<file path="config.mk">
export PLATFORM = sky130hd
export DESIGN_NAME = pcp_issue_ctrl
export DESIGN_NICKNAME = d
export VERILOG_FILES = /design/src/rtl/pcp_issue_ctrl.sv
export SDC_FILE = /design/constraint.sdc
export NUM_CORES = 1
export LEC_CHECK = 0
export CELL_PAD_IN_SITES_DETAIL_PLACEMENT = 1
export CELL_PAD_IN_SITES_GLOBAL_PLACEMENT = 1
export CORE_MARGIN = 2
export CORE_UTILIZATION = 25
export DETAILED_ROUTE_END_ITERATION = 12
export PLACE_DENSITY = 0.73
export SLEW_MARGIN = 20
export SYNTH_ARGS = -nofsm -noshare
export SYNTH_HDL_FRONTEND = slang
export SYNTH_SLANG_ARGS = --single-unit
</file>
<file path="constraint.sdc">
create_clock -name clk -period 2.3 [get_ports clk]
set_input_delay 0.345 -clock clk [delete_from_list [all_inputs] [get_ports clk]]
set_output_delay 0.345 -clock clk [all_outputs]
set_load 0.01 [all_outputs]
</file>
<file path="src/rtl/pcp_issue_ctrl.sv">
// PCPI-to-coprocessor issue controller: decodes M-extension ops, issues one request, returns result.
// Latency: pcpi_valid -> cp_valid 1 cycle; cp_ready -> pcpi_ready 1 cycle; ISSUE aborts after TIMEOUT_CYCLES.
// Backpressure: pcpi_wait stalls the core while a request is outstanding; one request at a time, no queueing.
module pcp_issue_ctrl #(
    parameter int TIMEOUT_CYCLES = 64,
    parameter int CNT_W          = 16
) (
    input  logic             clk,
    input  logic             resetn,
    input  logic             pcpi_valid,
    input  logic [31:0]      pcpi_insn,
    input  logic [31:0]      pcpi_rs1,
    input  logic [31:0]      pcpi_rs2,
    output logic             pcpi_wr,
    output logic [31:0]      pcpi_rd,
    output logic             pcpi_wait,
    output logic             pcpi_ready,
    output logic             cp_valid,
    output logic [31:0]      cp_instruction,
    output logic [31:0]      cp_rs1,
    output logic [31:0]      cp_rs2,
    input  logic             cp_ready,
    input  logic             cp_busy,
    input  logic [31:0]      cp_rd,
    output logic             timeout_err,
    output logic [CNT_W-1:0] op_count
);

    typedef enum logic [2:0] {
        S_IDLE  = 3'd0,
        S_ISSUE = 3'd1,
        S_RESP  = 3'd2,
        S_ABORT = 3'd3,
        S_DONE  = 3'd4
    } state_t;

    // Timeout counter only needs to reach TIMEOUT_CYCLES-1.
    localparam int TW = (TIMEOUT_CYCLES > 1) ? $clog2(TIMEOUT_CYCLES) : 1;
    localparam logic [TW-1:0] TO_LAST = TW'((TIMEOUT_CYCLES > 0) ? TIMEOUT_CYCLES - 1 : 0);

    state_t        state;
    state_t        state_nxt;
    logic [TW-1:0] to_cnt;
    logic          insn_match;
    logic          issue_accept;
    logic          timeout_hit;

    // cp_busy is informational only; the FSM never waits on it.
    logic          unused_busy;
    assign unused_busy = cp_busy;

    // M-extension: OP opcode with funct7 = 0000001, any funct3.
    assign insn_match   = (pcpi_insn[6:0] == 7'b0110011) && (pcpi_insn[31:25] == 7'b0000001);
    assign issue_accept = (state == S_IDLE) && pcpi_valid && insn_match;
    // A zero timeout parameter disables the abort path entirely.
    assign timeout_hit  = (TIMEOUT_CYCLES != 0) && (to_cnt == TO_LAST);

    // State register.
    always_ff @(posedge clk) begin
        if (!resetn) begin
            state <= S_IDLE;
        end else begin
            state <= state_nxt;
        end
    end

    // Next-state and Moore outputs; a response beats a timeout in the same cycle.
    always_comb begin
        state_nxt   = state;
        cp_valid    = 1'b0;
        pcpi_wait   = 1'b0;
        pcpi_ready  = 1'b0;
        pcpi_wr     = 1'b0;
        timeout_err = 1'b0;
        case (state)
            S_IDLE: begin
                if (issue_accept) begin
                    state_nxt = S_ISSUE;
                end
            end
            S_ISSUE: begin
                cp_valid  = 1'b1;
                pcpi_wait = 1'b1;
                if (cp_ready) begin
                    state_nxt = S_RESP;
                end else if (timeout_hit) begin
                    state_nxt = S_ABORT;
                end
            end
            S_RESP: begin
                pcpi_ready = 1'b1;
                pcpi_wr    = 1'b1;
                state_nxt  = S_DONE;
            end
            S_ABORT: begin
                timeout_err = 1'b1;
                state_nxt   = S_DONE;
            end
            S_DONE: begin
                // Hold here until the core drops valid so the same instruction is not reissued.
                if (!pcpi_valid) begin
                    state_nxt = S_IDLE;
                end
            end
            default: begin
                state_nxt = S_IDLE;
            end
        endcase
    end

    // Request capture, result capture, timeout counting and completion count.
    always_ff @(posedge clk) begin
        if (!resetn) begin
            cp_instruction <= '0;
            cp_rs1         <= '0;
            cp_rs2         <= '0;
            pcpi_rd        <= '0;
            to_cnt         <= '0;
            op_count       <= '0;
        end else begin
            if (issue_accept) begin
                cp_instruction <= pcpi_insn;
                cp_rs1         <= pcpi_rs1;
                cp_rs2         <= pcpi_rs2;
            end
            if ((state == S_ISSUE) && cp_ready) begin
                pcpi_rd <= cp_rd;
            end
            to_cnt <= (state == S_ISSUE) ? to_cnt + 1'b1 : '0;
            if (state == S_RESP) begin
                op_count <= op_count + 1'b1;
            end
        end
    end

endmodule
</file>
Yosys cells after proc, flatten, opt, wreduce, memory -nomap -nowiden

Index checks and enable logic that the tools add are counted.

$mul: 0
Divide/modulo/power cells: 0
Reductions and logical operators: 8
Shift-type cells: 0
Order comparisons: 0
Add/sub/neg operators: 2
Bitwise gates (word level): 0
Equal/unequal tests: 10
Multiplexer cells: 8

Operators with widths:

| kind                    | number |
|---|---|
| $add A16 B1 Y16 const B | 1 |
| $mux W3                 | 4 |
| $pmux W3 S4             | 1 |
| $eq A7 B1 Y1 const B    | 1 |
| $eq A7 B6 Y1 const B    | 1 |
| $add A6 B1 Y6 const B   | 1 |
| $eq A3 B2 Y1 const B    | 2 |
| $eq A6 B6 Y1 const B    | 1 |
| $logic_and A1 B1 Y1     | 4 |
| $ne A2 B2 Y1 const B    | 2 |
| $eq A3 B1 Y1 const B    | 1 |
| $eq A3 B3 Y1 const B    | 1 |
| $logic_not A3 Y1        | 1 |
| $mux W1                 | 3 |
| $ne A3 B3 Y1 const B    | 1 |
| $reduce_and A3 Y1       | 1 |
| $reduce_and A2 Y1       | 1 |
| $reduce_or A2 Y1        | 1 |

Output and inout bits: 149
Latch bits: 0
Memory bits (read-only): 0
Memory bits (writable): 0
Bits of input ports: 133
Flip-flop bits (word level): 153
Memories: 0
Logic and storage cells: 35

Depth between registers and ports, before layout

Depth after elaboration: 5
Depth in mapped cells: 8
Mapped depth without buffers: 5

Worst setup path before layout

Ideal clock, no wire load.

Path kind: reg2reg
Start: reg op_count[0]
End: reg op_count[14]
Path buffers: 0
Setup slack: 0.567 ns
Clock period less this slack: 1.733 ns
Library setup time: 0.070 ns
Arrival time: 1.662 ns
Cell stages (with the launch flop): 6
Data required time: 2.230 ns
Cell sequence: dfxtp_1 ha_1 nand4bb_4 or2_1 or4_1 a21oi_1

Longest elaborated chain between the ends: 1

Ends and longest elaborated chain:

| item                   | line | text |
|---|---|---|
| start, declared        | 26   | `output logic [CNT_W-1:0] op_count` |
| start signal, assigned | 131  | `op_count <= op_count + 1'b1;` |
| $add A16 B1 Y16        | 131  |  |

Every way passes these cells.
A chain may end at the register's enable or synchronous reset.

Worst setup path after layout

Start: reg state[1]
End: out pcpi_wait

Longest elaborated chain between the ends: 2

Ends and longest elaborated chain:

| item                   | line | text |
|---|---|---|
| start, declared        | 41   | `state_t state;` |
| start signal, assigned | 63   | `state <= state_nxt;` |
| $eq A3 B1 Y1           | 75   | `case (state)` |
| $mux W1                | 75   |  |
| end, declared          | 16   | `output logic pcpi_wait,` |

Every way passes these cells.

==> impl_results.md <==
- Relative slew slack: 68.6%
- Post-synth EDFFs: 0
- Antenna violations before repair: 0
- First-pass GRT wire length: 28300 µm
- Slew Limit Fails: 0
- Hold Crit Class: in -> reg
- Hold Fails Final Rpt: 0
- DRT Pass-1 Iters: 4
- CTS tree: built
- RR Startpoint: state[0]
- Power per Cell Area: 601 nW/µm²
- PortBufs: 280
- Final worst-path cycle share: 91.9%
- Clock Pin Slew Worst Setup and Hold Paths: 70 ps
- GRT Util Overall: 14.5%
- Static Leak: 3.36 nW
- Yosys reg bits: 153
- Share of layout cells above drive strength 1: 5.95%
- Critical Path Sink: pcpi_wait
- Top-count cell post-synth: nand2_1
- Worst setup path category: reg -> out
- Fmax: 0.473 GHz
- Commonest cells in the synthesized netlist: nand2_1, dfxtp_1, mux2i_1
- H-tree depth: 4
- DR WL/cell: 14.5 µm
- Max stage delay on crit path: 530 ps
- Worst slew pin tran: 470 ps
- Antenna viol nets, final: 0
- CP Max Fanout: 9
- Die Y: 158 µm
- CTS sink cnt: 153
- Critical path arrival: 1770 ps
- Routed wire length: 18200 µm
- CORE AREA: 23300 µm²
- Max Root-Sink Buffers: 2
- Startpoint Class: register
- Top cell type by total area after synthesis: dfxtp_1
- Net Count, Synth: 794
- Diodes inserted: 0
- RSZ-0062 raised after global routing: false
- Slowest cell on crit path: clkdlybuf4s50_1
- Max cap viols: 0
- Asr flop ratio synth: 0%
- Hold_ws: 362 ps
- R2R cell count: 6
- Die Width: 158 µm
- DRT iter0 DRCs: 114
- Synth top area share: 51.8%
- Sequential fraction of the synthesis area: 51.8%
- Final worst slack: 187 ps
- Vias in the first global route: 5464
- CP endpoint kind: output pin
- Synth Instances: 659
- RR Endpoint: cp_rs2[4]
- Area Overhead vs Synth: 63.7%
- Clk_skew: 10.7 ps
- Setup crit start: state[1]
- Most frequent CP cell: buf_4
- Root Driver: clkbuf_16
- Worst Path Required: 1960 ps
- Vias per cell: 4.32
- TritonCTS Buffers: 17
- Grt ovf: 0
- Initial core utilization: 25.4%
- Synthesized area: 5920 µm²
- Outcome: complete, no violations
- Drc violations: 0
- Reg2Reg Setup Slack: 420 ps
- Synth cell types: 32
- Total negative slack: 0 ps
- Synthesis Warnings: 0
- Setup slack at placement: -2.71 ps
- Mean post-synth cell area: 8.98 µm²
- Fillers: 2700
- # IOs: 282
- Register area: 3060 µm²
- Pin count of the biggest net entering global routing: 78
- Shortest period the worst path allows: 2110 ps
- Setup Viol. Count Final: 0
- Cell Rows: 56
- Crit-path cells: buf_4 > nor3_1 > buf_4 > clkdlybuf4s50_1
- Multi-input logic area: 2580 µm²
- Max VDD drop: 0.000385 V
- Vias: 5437
- Top post-synthesis cells by area: dfxtp_1, nand2_1, mux2i_1, a21oi_1, clkbuf_1
- Final GP Congestion: 0.712
- Top FF cell, synth: dfxtp_1
- Nets: 1064
- Die area: 24900 µm²
- Worst-skew pair later-pin latency: 420 ps
- Post-detail-place hpwl: 13200 µm
- Final Core Density: 41.5%
## registers in the layout, indices dropped and copies added (netlist names)
signal	count
op_count	16
cp_rs2	32
cp_rs1	32
cp_instruction	32
pcpi_rd	32
to_cnt	6
state	3
## layout by cell type, fill, tap and decap left out, types with 2 or more instances in the layout
cell,count
or4_1,3
mux2i_1,83
nand2_1,234
or2_1,2
o21a_1,5
nor4_1,2
clkbuf_16,17
o31ai_1,3
clkdlybuf4s50_1,279
bufinv_16,2
nor4bb_1,4
buf_4,14
o21ai_0,2
nand3_1,5
ha_1,2
buf_12,7
nor2_1,20
inv_6,3
or3_1,3
xnor2_1,6
inv_1,4
xor2_1,8
a21oi_1,38
nand4_1,7
and3_1,15
dfxtp_1,152
nor3_1,3
clkinvlp_4,4
## per-layer routing
metal / global-route usage [%] / part of all wire, % / wire [µm]
met5: 0 / 0 / 0
met1: 16.2 / 40 / 7330
met3: 7.36 / 12 / 2100
met4: 4.89 / 1.5 / 273
met2: 23.8 / 47 / 8510
## cells by family after synthesis
group | count (synthesis) | synth area share, %
xor gates and xnor gates | 14 | 2.07
buffers and inverters | 53 | 4.65
and+or+nand+nor | 304 | 22.4
muxes | 83 | 14.0
adders and majority gates | 2 | 0.423
AOI/OAI and AO/OA | 50 | 4.65
DFF | 153 | 51.8
## worst min path at each step
| stage | start | end | slack [ps] | depth (start not counted) |
|---|---|---|---|---|
| global route | resetn | cp_rs1[4] | 370 | 3 |
| floorplan | to_cnt[0] | to_cnt[0] | 420 | 1 |
| CTS | resetn | cp_rs1[23] | 350 | 3 |
| finish | resetn | cp_rs1[23] | 360 | 3 |
| global placement | to_cnt[0] | to_cnt[0] | 430 | 1 |
| detailed placement | to_cnt[0] | to_cnt[0] | 440 | 1 |
## timing repair
action | 4_1_cts | 5_1_grt
endpoints found under the hold margin | 0 | 0
hold buffers | 0 | 0
gates resized for setup | 0 | 1
setup buffers | 2 | 0
setup endpoints to repair | 2 | 2
pin swaps | 1 | 0
## power by group
group	switching, W	internal, W
clock network	0.00119	0.00164
registers	0.0000000295	0.00265
logic	0.000113	0.000222
## critical path, delay by kind of cell (launching register included)
kind          cells  cell delay [ps]
simple gates      1              180
flops             1              310
buf+inv           3              860
## final cells by class
cell class / count / share of cell area [%]
Tap cell: 319 / 4.12
Inverter: 4 / 0.155
Clock buffer: 19 / 4.57
Timing Repair Buffer: 300 / 31.4
Sequential cell: 153 / 31.6
Multi-Input combinational cell: 453 / 26.7
Clock inverter: 12 / 1.46
## through the flow
stage	power (W)	std cells	area (µm²)
floorplan	0.00280	659	5920
global placement	0.00305	1227	9080
detailed placement	0.00305	1227	9080
CTS	0.00594	1260	9680
global route	0.00608	1260	9680
finish	0.00582	1260	9680
Note: power is estimated with default switching activity, not from simulation.
